## config.mk

```make
export PLATFORM = sky130hd
export DESIGN_NAME = rsa_modmult
export DESIGN_NICKNAME = d
export VERILOG_FILES = /design/src/rtl/rsa_pkg.sv /design/src/rtl/rsa_modstep.sv /design/src/rtl/rsa_modmult.sv
export SDC_FILE = /design/constraint.sdc
export NUM_CORES = 2
export LEC_CHECK = 0
export BUFFER_PORTS_ARGS = -buffer_cell sky130_fd_sc_hd__buf_2
export CORE_MARGIN = 10
export CORE_UTILIZATION = 40
export DETAILED_ROUTE_END_ITERATION = 10
export GPL_ROUTABILITY_DRIVEN = 1
export GPL_TIMING_DRIVEN = 0
export RECOVER_POWER = 25
export SYNTH_ARGS = -nofsm -noshare
export SYNTH_HDL_FRONTEND = slang
export SYNTH_SLANG_ARGS = --single-unit
```

## constraint.sdc

```tcl
create_clock -name clk -period 24.3 [get_ports clk]
set_input_delay 2.43 -clock clk [delete_from_list [all_inputs] [get_ports clk]]
set_output_delay 2.43 -clock clk [all_outputs]
set_load 0.1 [all_outputs]
```

## src/rtl/rsa_pkg.sv

```systemverilog
// Shared definitions for the RSA modular multiplier.
//   RSA_WIDTH_DEF : default operand/modulus width in bits
//   rsa_state_t   : controller state encoding
package rsa_pkg;

    localparam int RSA_WIDTH_DEF = 128;

    typedef enum logic [1:0] {
        IDLE = 2'b00,
        CALC = 2'b01,
        DONE = 2'b10
    } rsa_state_t;

endpackage

```

## src/rtl/rsa_modstep.sv

```systemverilog
// One Blakley interleaved step: r_next = (2*r + a_bit*b) mod n.
// Ports:
//   r      : current partial result, already reduced (r < n)
//   a_bit  : current multiplier bit
//   b      : multiplicand (b < n)
//   n      : modulus
//   r_next : reduced partial result
module rsa_modstep
    import rsa_pkg::*;
#(
    parameter int WIDTH = RSA_WIDTH_DEF
) (
    input  logic [WIDTH-1:0] r,
    input  logic             a_bit,
    input  logic [WIDTH-1:0] b,
    input  logic [WIDTH-1:0] n,
    output logic [WIDTH-1:0] r_next
);

    localparam int XW = WIDTH + 2;

    logic [XW-1:0] n_x;
    logic [XW-1:0] t0;
    logic [XW-1:0] t1;

    // 2r + b < 3n < 2^(WIDTH+2), so two extra bits hold the sum without loss
    // and at most two subtractions of n bring it back below n.
    always_comb begin
        n_x = {2'b00, n};
        t0  = {1'b0, r, 1'b0} + (a_bit ? {2'b00, b} : '0);
        t1  = (t0 >= n_x) ? (t0 - n_x) : t0;
        // after the second subtraction the value is below n, so WIDTH bits suffice
        r_next = (t1 >= n_x) ? WIDTH'(t1 - n_x) : t1[WIDTH-1:0];
    end

endmodule

```

## src/rtl/rsa_modmult.sv

```systemverilog
// Sequential modular multiplier: result = (a*b) mod n, one bit of a per cycle.
// Ports:
//   clk, rst : clock, synchronous active-high reset
//   start    : request, sampled only in IDLE
//   a, b, n  : operands and modulus, captured on the accepting edge
//   busy     : high in CALC and DONE
//   done     : one-cycle pulse, result/err valid
//   err      : operand error (n==0, a>=n or b>=n)
//   result   : (a*b) mod n, held until the next accepted start
//
// state | meaning
// IDLE  | waiting for start
// CALC  | processing one bit of a per cycle, MSB first
// DONE  | done pulse, returns to IDLE
module rsa_modmult
    import rsa_pkg::*;
#(
    parameter int WIDTH = RSA_WIDTH_DEF
) (
    input  logic             clk,
    input  logic             rst,
    input  logic             start,
    input  logic [WIDTH-1:0] a,
    input  logic [WIDTH-1:0] b,
    input  logic [WIDTH-1:0] n,
    output logic             busy,
    output logic             done,
    output logic             err,
    output logic [WIDTH-1:0] result
);

    localparam int IW = (WIDTH > 1) ? $clog2(WIDTH) : 1;

    rsa_state_t       state;
    rsa_state_t       state_nxt;
    logic [WIDTH-1:0] a_q;
    logic [WIDTH-1:0] b_q;
    logic [WIDTH-1:0] n_q;
    logic [WIDTH-1:0] acc;
    logic [WIDTH-1:0] acc_nxt;
    logic [IW-1:0]    idx;
    logic             op_bad;

    assign op_bad = (n == '0) || (a >= n) || (b >= n);

    rsa_modstep #(
        .WIDTH (WIDTH)
    ) u_step (
        .r      (acc),
        .a_bit  (a_q[idx]),
        .b      (b_q),
        .n      (n_q),
        .r_next (acc_nxt)
    );

    always_ff @(posedge clk) begin
        if (rst) begin
            state <= IDLE;
        end else begin
            state <= state_nxt;
        end
    end

    always_comb begin
        state_nxt = state;
        case (state)
            IDLE: begin
                if (start) begin
                    state_nxt = op_bad ? DONE : CALC;
                end
            end
            CALC: begin
                if (idx == '0) begin
                    state_nxt = DONE;
                end
            end
            DONE:    state_nxt = IDLE;
            default: state_nxt = IDLE;
        endcase
    end

    always_ff @(posedge clk) begin
        if (rst) begin
            a_q    <= '0;
            b_q    <= '0;
            n_q    <= '0;
            acc    <= '0;
            idx    <= '0;
            err    <= 1'b0;
            result <= '0;
        end else begin
            case (state)
                IDLE: begin
                    if (start) begin
                        result <= '0;
                        if (op_bad) begin
                            err <= 1'b1;
                        end else begin
                            err <= 1'b0;
                            a_q <= a;
                            b_q <= b;
                            n_q <= n;
                            acc <= '0;
                            idx <= IW'(WIDTH - 1);
                        end
                    end
                end
                CALC: begin
                    acc <= acc_nxt;
                    idx <= idx - 1'b1;
                    if (idx == '0) begin
                        result <= acc_nxt;
                    end
                end
                default: ;
            endcase
        end
    end

    assign busy = (state == CALC) || (state == DONE);
    assign done = (state == DONE);

endmodule
```

* Yosys cells after proc, flatten, opt, wreduce, memory -nomap -nowiden *
Cells that the tools add are included.

word-level totals
  input port bits = 387
  bits in registers = 650
  output and inout port bits = 131
  logic and storage cells = 54

cells by class
  reductions and logical operators = 12
  bitwise operators = 1
  order comparisons = 5
  muxes and demuxes = 19
  equal/unequal tests = 5
  add/subtract/negate cells = 4

operators with widths
  operator                                                     count
  2-to-1 mux 128 bit                                           6
  case mux 128 bit (2 select lines)                            2
  greater-or-equal comparator 130 x 128 -> 1 bit               2
  greater-or-equal comparator 128 bit                          2
  adder 129 x 130 -> 130 bit                                   1
  2-to-1 mux 130 bit                                           1
  subtractor 130 x 128 -> 130 bit                              1
  zero test 128 bit                                            1
  subtractor 128 bit                                           1
  2-to-1 mux 7 bit                                             2
  case mux 7 bit (2 select lines)                              1
  AND reduction 3 bit                                          3
  less-than comparator 7 x 8 -> 1 bit (second input constant)  1
  binary-select mux 1 bit (select 7 bit)                       1
  zero test 7 bit                                              1
  subtractor 7 x 1 -> 7 bit (second input constant)            1
  2-to-1 mux 2 bit                                             3
  inequality test 2 bit (second input constant)                3
  case mux 2 bit (2 select lines)                              1
  AND reduction 2 bit                                          2
  logical OR 1 bit                                             3
  equality test 2 x 1 -> 1 bit (second input constant)         1
  equality test 2 bit (second input constant)                  1
  zero test 2 bit                                              1
  3 further kinds                                              4

* Longest topological paths before layout *
  depth after elaboration = 10
  gate-level depth with buffers = 61
  gate-level depth less buffers = 50

* Hierarchy *
Synthesis repeated with hierarchy kept, for this count alone.

unflattened totals
  cells, all modules = 7481
  area, all modules = 58808.9 um^2

modules (own cells, without submodules)
  module       times used  seq. area each (um^2)  cells each  area an instance (um^2)
  rsa_modmult  1           13012.5                3194        30256.5
  rsa_modstep  1           0.0                    4287        28552.4

* Worst setup path after synthesis *
Ideal clock, no wire load.

  kind = reg2reg
  start point = reg idx[0]
  end point = reg result[127]
  setup slack = 11.561 ns
  required time = 24.182 ns
  cell stages (with the launch flop) = 52
  period minus slack after synthesis = 12.739 ns
  arrival time = 12.621 ns
  buffers on the path = 8
  library setup time = 0.118 ns
  path through = dfxtp_1 -> clkbuf_1 -> buf_1 -> mux4_2 -> mux4_2 -> mux4_2 -> mux2i_1 -> clkbuf_1 -> clkbuf_1 -> nor2b_1 -> ha_1 -> a211oi_1 -> o211ai_1 -> a211oi_1 -> nor4_1 -> nor2_1 -> nor2_1 -> a21bo_2 -> [... 16 more ...] -> mux2_2 -> ha_1 -> buf_2 -> and4_1 -> and3_1 -> nor3b_1 -> a211oi_1 -> a311oi_1 -> o311ai_1 -> a21o_1 -> o31ai_1 -> a21oi_1 -> and4_1 -> o41ai_1 -> a221oi_1 -> xnor2_1 -> mux2_2 -> a22o_1

between the ends
  word-level cells in the longest chain between the ends = 10
  elaborated cells between the ends (all ways) = 15
  classes of those cells = add/sub: 3; order compare: 2; eq/ne: 1; mux: 7; reduce/logical: 2

ends and longest elaborated chain
  item                                                                                                      RTL line            RTL
  start: declaration                                                                                        rsa_modmult.sv:41   logic [IW-1:0] idx;
  start signal: assignment                                                                                  rsa_modmult.sv:104  idx <= IW'(WIDTH - 1);
  start signal: assignment                                                                                  rsa_modmult.sv:110  idx <= idx - 1'b1;
  binary-select mux 1 bit (select 7 bit)                                                                    rsa_modmult.sv:50   .a_bit (a_q[idx]),
  2-to-1 mux 1 bit (implied by the code)                                                                    rsa_modmult.sv:50
  2-to-1 mux 128 bit                                                                                        rsa_modstep.sv:30   t0 = {1'b0, r, 1'b0} + (a_bit ? {2'b00, b} : '0);
  adder 129 x 130 -> 130 bit                                                                                rsa_modstep.sv:30
  subtractor 130 x 128 -> 130 bit / greater-or-equal comparator 130 x 128 -> 1 bit (equally long branches)  rsa_modstep.sv:31   t1 = (t0 >= n_x) ? (t0 - n_x) : t0;
  2-to-1 mux 130 bit                                                                                        rsa_modstep.sv:31
  subtractor 128 bit / greater-or-equal comparator 130 x 128 -> 1 bit (equally long branches)               rsa_modstep.sv:33   r_next = (t1 >= n_x) ? WIDTH'(t1 - n_x) : t1[WIDTH-1:0];
  2-to-1 mux 128 bit                                                                                        rsa_modstep.sv:33
  2-to-1 mux 128 bit                                                                                        rsa_modmult.sv:111  if (idx == '0) begin
  case mux 128 bit (2 select lines)                                                                         rsa_modmult.sv:92   case (state)
  end signal: assignment                                                                                    rsa_modmult.sv:112  result <= acc_nxt;
  end: declaration                                                                                          rsa_modmult.sv:29   output logic [WIDTH-1:0] result

Parallel ways exist; a longest one is shown, timed or not. The select of a mux whose other input is x is not followed.
A chain may end at the register's enable or synchronous reset.

* Worst setup path after layout *
  start point = reg idx[0]
  end point = reg result[125]

Same word-level chain as after synthesis.

==> results.json <==
{
  "synth_cell_type_count": 106,
  "grt_pass1_wl_um": 426000,
  "drt-initial-drc-count": 8260,
  "drtAntennaViolNets": 0,
  "r2r_slack_ps": 2780,
  "core_area_um2": 144000,
  "crit_end": "result[125]",
  "numPortBuffers": 516,
  "worstMarginPinSlew_ps": 2590,
  "cap_violations": 3,
  "dieArea_um2": 160000,
  "hold_class": "flip-flop to flip-flop",
  "dpl_worst_slack_ps": 2900,
  "synth-edff-count": 0,
  "firstDrtPassIters": 6,
  "clk_pin_slew_ps": 60,
  "htree_levels": 3,
  "fin_crit_sh": 0.886,
  "drv_slew": 10,
  "min-delay-start": "result[35]",
  "postSynthAreaPerCell_um2": 7.51,
  "root_buffer": "clkbuf_16",
  "die_w_um": 400,
  "synth-async-reset-ratio": 0,
  "hpwl_um": 266000,
  "yosys_warnings": 0,
  "final_nets": 9331,
  "tritoncts": "built",
  "syn-num-nets": 8731,
  "path_class": "flip-flop to flip-flop",
  "crit_path_end_kind": "flip-flop",
  "crit_path_max_incr_delay_ps": 1140,
  "cts-buffers-inserted": 78,
  "clk_latency_ps": 740,
  "grt_usage": 0.363,
  "synthCells": 7697,
  "ys_seq_area_frac": 0.225,
  "cts-resized-gates": 0,
  "rows": 139,
  "grt_antenna_before_repair": 54,
  "drive_gt1_frac": 0.0906,
  "slew_headroom": -0.739,
  "violations": "capacitance limit, slew limit",
  "fp.dieH_um": 400,
  "rr_worst_depth": 53,
  "rr_endpoint": "result[125]",
  "fmax_mhz": 46.5,
  "drc": 0,
  "setup_ws_ps": 2780,
  "finalSetupViolations": 0,
  "critPathMaxFanout": 10,
  "vias_per_cell": 6.10,
  "area_delta_synth_final_pct": 13.0,
  "grt_pass1_vias": 57500,
  "clock_skew_ps": 62.4,
  "critical_path.startpoint": "idx[0]",
  "io-pin-count": 518,
  "cts.sinks": 650,
  "postCtsHoldBufs": 0,
  "globalplace.congestion": 1.03,
  "routed-via-count": 62800,
  "outcome": "finished, violations left",
  "wirelength_um": 309000,
  "wire_per_inst_um": 30.1,
  "critPathRequiredTime_ps": 24870,
  "globalRouteOverflowTotal": 0,
  "syn-cell-area_um2": 57800,
  "ys_ff_latch": 650,
  "rsz0062_at_grt": "no",
  "r2r_start": "idx[0]",
  "ys.flop_type": "dfxtp_1",
  "hold_viol_final": 0,
  "min_period_ps": 21520,
  "initial_core_util": 0.403,
  "critPathLaunchType": "flip-flop",
  "setup_tns_ps": 0,
  "cts_setup_buffers": 0,
  "grt_max_degree": 14,
  "cts_buffer_depth": 3,
  "arrival_ps": 22090,
  "slowest_stage": "clkbuf_1"
}
sequential cells by signal (all words and copies together) (netlist names):
signal and count:
idx 7, err 1, n_q 128, b_q 128, acc 128, result 128
a_q 128, state 2
critical path, delay by kind of cell (launching register included):
kind | cells | cell delay [ps]
flip-flops | 1 | 310
buffers and inverters | 8 | 4920
multiplexers | 4 | 1960
adder cells (fa/ha/maj) | 4 | 1250
AND/OR/NAND/NOR | 7 | 1980
AO/OA/AOI/OAI | 28 | 10060
XOR/XNOR | 2 | 750
cells in the final DEF (no fill, tap or decap), types with 30 or more instances in the layout:
| master | n |
|---|---|
| a31oi_1 | 51 |
| nor3_1 | 85 |
| a21o_1 | 316 |
| nor4_1 | 64 |
| nor2_1 | 672 |
| clkbuf_16 | 79 |
| o31ai_1 | 30 |
| dfxtp_1 | 650 |
| buf_2 | 456 |
| clkbuf_1 | 457 |
| inv_1 | 399 |
| o21ai_0 | 363 |
| o21a_1 | 49 |
| o211ai_1 | 30 |
| xnor2_1 | 236 |
| nand2_1 | 962 |
| o21bai_1 | 118 |
| a211oi_1 | 39 |
| nand4_1 | 210 |
| diode_2 | 35 |
| nand2b_1 | 46 |
| a22oi_1 | 48 |
| ha_1 | 644 |
| mux2i_1 | 328 |
| o21ai_1 | 213 |
| and3_1 | 36 |
| mux4_2 | 42 |
| nand3_1 | 92 |
| xor2_1 | 135 |
| nor2b_1 | 168 |
| a21oi_1 | 844 |
Yosys cell counts, drive strengths merged (135+ instances only):
master	instances	area share
ha	644	0.14
a21o	316	0.041
inv	401	0.026
mux2i	328	0.057
dfxtp	650	0.22
clkbuf	314	0.020
a21oi	858	0.075
nor2b	168	0.018
nor2	672	0.044
o21ai	577	0.050
nand2	962	0.062
nand4	210	0.023
xor2	135	0.020
xnor2	236	0.036
routing by layer:
layer | wire length [um] | vias up | GRT usage
met3 | 37100 | 481 | 0.0999
met5 | 34 | - | 0
met2 | 117000 | 3354 | 0.485
li1 | - | 28700 | -
met4 | 12400 | 6 | 0.131
met1 | 143000 | 30300 | 0.541
kinds of logic after synthesis:
| kind of cell | after synthesis | synth area share |
|---|---|---|
| AO/OA/AOI/OAI | 2333 | 0.248 |
| XOR/XNOR | 371 | 0.0562 |
| buffers and inverters | 835 | 0.0575 |
| adder cells (fa/ha/maj) | 647 | 0.140 |
| multiplexers | 403 | 0.0796 |
| AND/OR/NAND/NOR | 2458 | 0.194 |
| flip-flops | 650 | 0.225 |
how the worst min path moves through the flow:
| stage | end | slack, ps | cells after the start |
|---|---|---|---|
| floorplan | acc[120] | 430 | 2 |
| global placement | result[55] | 430 | 2 |
| detailed placement | result[101] | 440 | 2 |
| CTS | result[101] | 450 | 2 |
| global route | result[22] | 460 | 2 |
| finish | result[35] | 440 | 2 |
cell type report:
type	instances	area, um2
Fill cell	15000	78300
Multi-Input combinational cell	6212	41500
Sequential cell	650	13000
Timing Repair Buffer	520	2460
Tap cell	1903	2380
Clock buffer	103	2200
Buffer	433	1820
Inverter	402	1510
Clock inverter	33	405
Antenna cell	35	87.6
through the flow:
stage	cell area (um2)	utilization	hold slack, ps	cells
2_1_floorplan	57800	-	430	7697
3_3_place_gp	62800	0.437	432	10100
3_5_place_dp	62900	0.438	438	10100
4_1_cts	65500	0.456	446	10300
5_1_grt	65400	0.455	461	10300
6_report	65400	0.455	443	10300
Power is left out: the tool's default activity adds up to more than one toggle a clock period on the data nets, which glitch-free logic cannot reach.
